--- config.mk ---
export PLATFORM = sky130hd
export DESIGN_NAME = neuron_mac4
export DESIGN_NICKNAME = d
export VERILOG_FILES = /design/src/rtl/neuron_mac4.sv
export SDC_FILE = /design/constraint.sdc
export NUM_CORES = 2
export LEC_CHECK = 0
export ABC_AREA = 0
export CORE_MARGIN = 4
export CORE_UTILIZATION = 42
export CTS_CLUSTER_SIZE = 12
export DETAILED_ROUTE_END_ITERATION = 10
export MAX_ROUTING_LAYER = met4
export PLACE_DENSITY = 0.71
export SLEW_MARGIN = 15
export SYNTH_ARGS = -nofsm -noshare
export SYNTH_HDL_FRONTEND = slang
export SYNTH_SLANG_ARGS = --single-unit
--- constraint.sdc ---
create_clock -name clk -period 28.3 [get_ports clk]
set_input_delay 5.66 -clock clk [delete_from_list [all_inputs] [get_ports clk]]
set_output_delay 5.66 -clock clk [all_outputs]
set_load 0.005 [all_outputs]
--- src/rtl/neuron_mac4.sv ---
// neuron_mac4
//   Four-input fixed-point neuron. Captures four activations, four weights
//   and a bias in IDLE, accumulates the four products serially (one per
//   clock), adds the bias, applies an optional ReLU, saturates to DW bits
//   and offers the result on a valid/ready port. A per-layer counter pulses
//   done when the NUM_NEURONS-th result is taken by the downstream stage.
//
// Ports
//   clk, rst        clock, synchronous active-high reset
//   clear           synchronous layer restart (keeps y/sat)
//   in_valid/ready  operand handshake (ready only in IDLE)
//   x1..x4, w1..w4  signed activations / weights (Q(DW-FRAC).FRAC)
//   bias            signed bias, same format as x
//   out_valid/ready result handshake
//   y, sat          result and clip flag, valid with out_valid
//   done            one-cycle pulse after the last neuron of a layer
//   busy            block is not idle

module neuron_mac4 #(
    parameter int DW          = 32,
    parameter int FRAC        = 16,
    parameter int NUM_NEURONS = 4,
    parameter int ACT_RELU    = 1
) (
    input  logic                 clk,
    input  logic                 rst,
    input  logic                 clear,
    input  logic                 in_valid,
    output logic                 in_ready,
    input  logic signed [DW-1:0] x1,
    input  logic signed [DW-1:0] x2,
    input  logic signed [DW-1:0] x3,
    input  logic signed [DW-1:0] x4,
    input  logic signed [DW-1:0] w1,
    input  logic signed [DW-1:0] w2,
    input  logic signed [DW-1:0] w3,
    input  logic signed [DW-1:0] w4,
    input  logic signed [DW-1:0] bias,
    output logic                 out_valid,
    input  logic                 out_ready,
    output logic        [DW-1:0] y,
    output logic                 sat,
    output logic                 done,
    output logic                 busy
);

    // Accumulator is wide enough that four shifted products plus the bias
    // can never wrap, so saturation only has to look at the final sum.
    localparam int AW = DW + FRAC + 2;
    localparam int PW = 2 * DW;

    typedef enum logic [2:0] {
        S_IDLE,
        S_MUL,
        S_BIAS,
        S_ACT,
        S_OUT
    } state_t;

    state_t                r_state;
    logic signed [DW-1:0]  r_x [4];
    logic signed [DW-1:0]  r_w [4];
    logic signed [DW-1:0]  r_bias;
    logic signed [AW-1:0]  r_acc;
    logic        [1:0]     r_idx;
    logic        [7:0]     r_count;
    logic                  r_outValid;
    logic        [DW-1:0]  r_y;
    logic                  r_sat;
    logic                  r_done;

    logic signed [PW-1:0]  w_prod;
    logic signed [AW-1:0]  w_term;
    logic signed [AW-1:0]  w_relu;
    logic                  w_fits;
    logic        [DW-1:0]  w_satVal;

    // Full-precision product of the current operand pair, then the
    // arithmetic shift back to the operand Q format (floor rounding).
    assign w_prod = PW'(r_x[r_idx]) * PW'(r_w[r_idx]);
    assign w_term = AW'(w_prod >>> FRAC);

    // Activation and range check on the finished accumulator. The value fits
    // in DW bits exactly when all bits from DW-1 upward agree with the sign.
    assign w_relu   = ((ACT_RELU != 0) && r_acc[AW-1]) ? '0 : r_acc;
    assign w_fits   = (&w_relu[AW-1:DW-1]) | ~(|w_relu[AW-1:DW-1]);
    assign w_satVal = w_relu[AW-1] ? {1'b1, {(DW-1){1'b0}}}
                                   : {1'b0, {(DW-1){1'b1}}};

    assign in_ready  = (r_state == S_IDLE);
    assign busy      = (r_state != S_IDLE);
    assign out_valid = r_outValid;
    assign y         = r_y;
    assign sat       = r_sat;
    // Masked so a registered pulse can never be seen during a restart.
    assign done      = r_done & ~rst & ~clear;

    // Main controller and datapath. clear behaves like rst except that the
    // last result (y/sat) is left visible.
    always_ff @(posedge clk) begin
        if (rst) begin
            r_state    <= S_IDLE;
            r_acc      <= '0;
            r_idx      <= '0;
            r_count    <= '0;
            r_outValid <= 1'b0;
            r_y        <= '0;
            r_sat      <= 1'b0;
            r_done     <= 1'b0;
        end else if (clear) begin
            r_state    <= S_IDLE;
            r_acc      <= '0;
            r_idx      <= '0;
            r_count    <= '0;
            r_outValid <= 1'b0;
            r_done     <= 1'b0;
        end else begin
            r_done <= 1'b0;
            unique case (r_state)
                S_IDLE: begin
                    if (in_valid) begin
                        r_x[0] <= x1;
                        r_x[1] <= x2;
                        r_x[2] <= x3;
                        r_x[3] <= x4;
                        r_w[0] <= w1;
                        r_w[1] <= w2;
                        r_w[2] <= w3;
                        r_w[3] <= w4;
                        r_bias  <= bias;
                        r_acc   <= '0;
                        r_idx   <= '0;
                        r_state <= S_MUL;
                    end
                end
                S_MUL: begin
                    r_acc <= r_acc + w_term;
                    r_idx <= r_idx + 2'd1;
                    if (r_idx == 2'd3) begin
                        r_state <= S_BIAS;
                    end
                end
                S_BIAS: begin
                    r_acc   <= r_acc + AW'(r_bias);
                    r_state <= S_ACT;
                end
                S_ACT: begin
                    r_y        <= w_fits ? w_relu[DW-1:0] : w_satVal;
                    r_sat      <= ~w_fits;
                    r_outValid <= 1'b1;
                    r_state    <= S_OUT;
                end
                S_OUT: begin
                    if (out_ready) begin
                        r_outValid <= 1'b0;
                        r_state    <= S_IDLE;
                        if (r_count == 8'(NUM_NEURONS - 1)) begin
                            r_count <= '0;
                            r_done  <= 1'b1;
                        end else begin
                            r_count <= r_count + 8'd1;
                        end
                    end
                end
                default: begin
                    r_state <= S_IDLE;
                end
            endcase
        end
    end

endmodule

---- Word level (Yosys, flattened, before mapping) ----
Memory sizes are Yosys's and may differ from the RTL's. A register that Yosys moved wholly into a read port is not among the register bits.
Index checks and enable logic that the tools add are counted.
word-level totals
  register bits ........................... 130
  bits in latches ......................... 0
  RAM bits ................................ 256
  memory bits (read-only) ................. 0
  output and inout bits ................... 37
  logic and storage cells ................. 74
  memories ................................ 2
operators by class
  $add $sub $neg .......................... 4
  multiply operators ...................... 1
  divide/modulo/power cells ............... 0
  $lt $le $gt $ge ......................... 0
  equal/unequal tests ..................... 9
  shift operators ......................... 0
  mux-type cells .......................... 24
  bitwise logic cells ..................... 9
  reductions and logical operators ........ 16
memory list
  name  words  bits a word  rd ports  clocked after memory_dff  wr ports  line  source
  r_w   4      32           1         1                         4         62    logic signed [DW-1:0] r_w [4];
  r_x   4      32           1         1                         4         61    logic signed [DW-1:0] r_x [4];
operator list
  cell                 count
  $pmux 50 s3          1
  $mul 32x32->64       1
  $mux 32              2
  $add 50x32->50       1
  $add 50x48->50       1
  $mux 50              1
  $mux 49              1
  $reduce_and 19->1    1
  $reduce_or 19->1     1
  $pmux 3 s5           1
  $mux 2               5
  $reduce_and 2->1     5
  $mux 3               3
  $add 8x1->8 const B  1
  $eq 8x2->1 const B   1
  $mux 8               1
  $mux 1               7
  $eq 3x2->1 const B   2
  $ne 2x2->1 const B   3
  $not 1->1            6
  $reduce_bool 3->1    2
  $pmux 2 s2           1
  $reduce_and 4->1     1
  $reduce_bool 2->1    2
  other kinds (11)     12

---- Logic depth before layout (Yosys ltp) ----
  depth in word-level cells ............... 5
  mapped depth ............................ 49
  depth with buffers taken out ............ 44

---- Worst setup path after synthesis ----
No wires, ideal clock.
  kind .................................... input to register
  from .................................... input rst
  to ...................................... memory r_w[0][0], enable pin
  data arrival time ....................... 12.144 ns
  path slack .............................. 15.504 ns
  cell stages on the path ................. 4
  cell sequence ........................... clkbuf_1 > nor2_1 > clkbuf_1 > and3_1
RTL lines
  item         line  source
  from (decl)  26    input logic rst,
  to (decl)    62

==> impl_metrics.yaml <==
run:
  drv_cap: 0
setup_path:
  crit_arrival_ns: 13.89
  slowest_delay_ns: 1.03
  worstPathRequired_ns: 28.78
  worstSetupPathType: "flop to flop"
  path_max_fanout: 53
  slowest_stage: "o21a_1"
  crit_top_cell: "fa_1"
  cpLargestDelayFamily: "adder cells"
  path_buf_inv: 4
  endpoint_kind: "flop"
  start_kind: "flop"
cts:
  clockBufferDepth: 3
  ctsHoldBuffers: 0
  cts_made_buffers: 40
  cts.sinks: 388
  cts.clk_slew.worst_paths_ns: 0.06
  clk_latency_ns: 0.62
  ctsRootBufferMaster: "clkbuf_16"
  post_cts_resized: 0
  tritoncts: "built"
  h-tree-depth: 2
  post-cts-setup-buffer-count: 0
sta:
  fmax_mhz: 74.6
  setup_viol: 0
  tightestPinTransition_ns: 1.31
  worst_slack_ns: 14.89
  slew_viol_final: 0
  finalCritPeriodShare_pct: 47.4
  clock-skew-final_ns: 0.0745
  period_needed_ns: 13.41
  slew_headroom_pct: 12.5
  finalHoldViolations: 0
  fin_tns_setup_ns: 0
  rsz0062_at_grt: "false"
yosys:
  synth_area_leaders: "fa_1 42%, edfxtp_1 17%, inv_1 6.9%, ha_1 5.7%, nand2_1 4.6%"
  synth_seq_area_share_pct: 20.8
  async_reset_ff_share_pct: 0
  synth.area.mux_share_pct: 2.90
  synth.distinct_cells: 69
  synth-adder-area-share_pct: 48.0
  synth_top_area_share_pct: 42.3
  ys_seq_elements: 388
  synth.avg_cell_area_um2: 10.1
  synth_nets: 6678
  synth_area_um2: 51200
  synth_edf_count: 288
  syn_inst: 5070
  synth-simple-area-share_pct: 11.6
  synth_compound_area_share_pct: 6.20
  synth_warnings: 0
  synthXorXnorAreaFrac_pct: 1.69
  synth_top_family_by_area: "adder cells"
  yosys.area.top_type: "fa_1"
  ys.flop_type: "edfxtp_1"
global_route:
  grtUsageTotal_pct: 26.0
  overflow: 0
  grt_pass1_vias: 41000
  antenna_found_initial: 7
  grt_max_degree: 187
  grt_pass1_wl_um: 245000
floorplanning:
  boundaryPins: 330
  die_y_um: 357
  die_w_um: 357
  die-area_um2: 128000
  start_util_pct: 42.5
  coreArea_um2: 120000
  rows: 127
route:
  wl_um: 157000
  drc_errors: 0
  drt-initial-drc-count: 3085
  ant_nets: 0
  via_count: 37500
  dr.pass1.iters: 6
  wl_per_cell_um: 22.6
  vias_per_cell: 5.40
cells_and_area:
  nets: 6909
  drive_gt1_share_pct: 5.07
  mostFrequentLayoutCells: "1082 x fa_1, 945 x inv_1, 630 x nand2_1"
  areaGrowthSynthToFinish_pct: 13.0
  design_area_um2: 57800
  utilization_pct: 48.0
  final_common_cell: "fa_1"
placement:
  dp_hpwl_um: 125000
  numPortBuffers: 329
  place_ws_ns: 15.08
  dpl_cell_area_um2: 56500
  gp_congestion: 0.980
worst_hold_path:
  hp-start: "sat"
  min_path_type: "flop to flop"
run_status:
  outcome: "completed"
==> metal layers <==
metal  global-route usage [%]  wire length, µm
met1                     32.0            59100
met2                     41.0            73200
met3                     6.97            16500
met4                     10.3             7890
met5                        -                0
==> cell type report <==
cell class / count / area (µm²)
timing repair buffer: 434 / 4110
multi-input combinational: 3491 / 36200
fill: 11100 / 62600
inverter: 946 / 3550
sequential: 388 / 10700
clock buffer: 57 / 1100
clock inverter: 9 / 170
antenna: 4 / 10.0
tap: 1612 / 2020
==> metrics by stage <==
step	std cells	hold slack [ns]
6_report	6941	0.471
5_1_grt	6940	0.497
4_1_cts	6937	0.474
3_5_place_dp	6871	0.463
3_3_place_gp	6871	0.445
2_1_floorplan	5070	0.449
==> synth_stat cells (57+ instances only) <==
library cell	number
a21oi_1	161
o21a_1	64
clkbuf_1	224
ha_1	233
nor2_1	616
nand2_1	630
inv_1	945
edfxtp_1	288
o21ai_0	74
mux2i_1	57
dfxtp_1	100
fa_1	1082
xnor2_1	67
==> state kept, by name, summed over array words and instances (netlist names), named ones only <==
signal     flops
r_w          128
r_x          128
r_count        8
y             32
sat            1
r_state        3
out_valid      1
r_idx          2
r_done         1
r_bias        32
r_acc         50
==> cells by family after synthesis <==
| kind of cell | count (synthesis) |
|---|---|
| adder cells (fa/ha/maj) | 1315 |
| AO/OA/AOI/OAI | 506 |
| XOR/XNOR | 99 |
| flip-flops | 388 |
| buffers and inverters | 1191 |
| multiplexers | 125 |
| AND/OR/NAND/NOR | 1446 |
==> worst paths after layout <==
| check | end | slack (ns) | depth (start not counted) |
|---|---|---|---|
| setup / recovery | r_acc[49] | 14.89 | 38 |
| hold / removal | sat | 0.47 | 2 |
| setup reg to reg | r_acc[49] | 14.89 | 38 |
| hold reg to reg | sat | 0.47 | 2 |
==> tightest hold or removal path: cells and delay by family (launching register included) <==
family           cells  cell delay [ns]
AO/OA/AOI/OAI        1             0.06
flip-flops           1             0.31
AND/OR/NAND/NOR      1             0.05
Power is left out: the tool's default activity adds up to more than one toggle a clock period on the data nets, which glitch-free logic cannot reach.
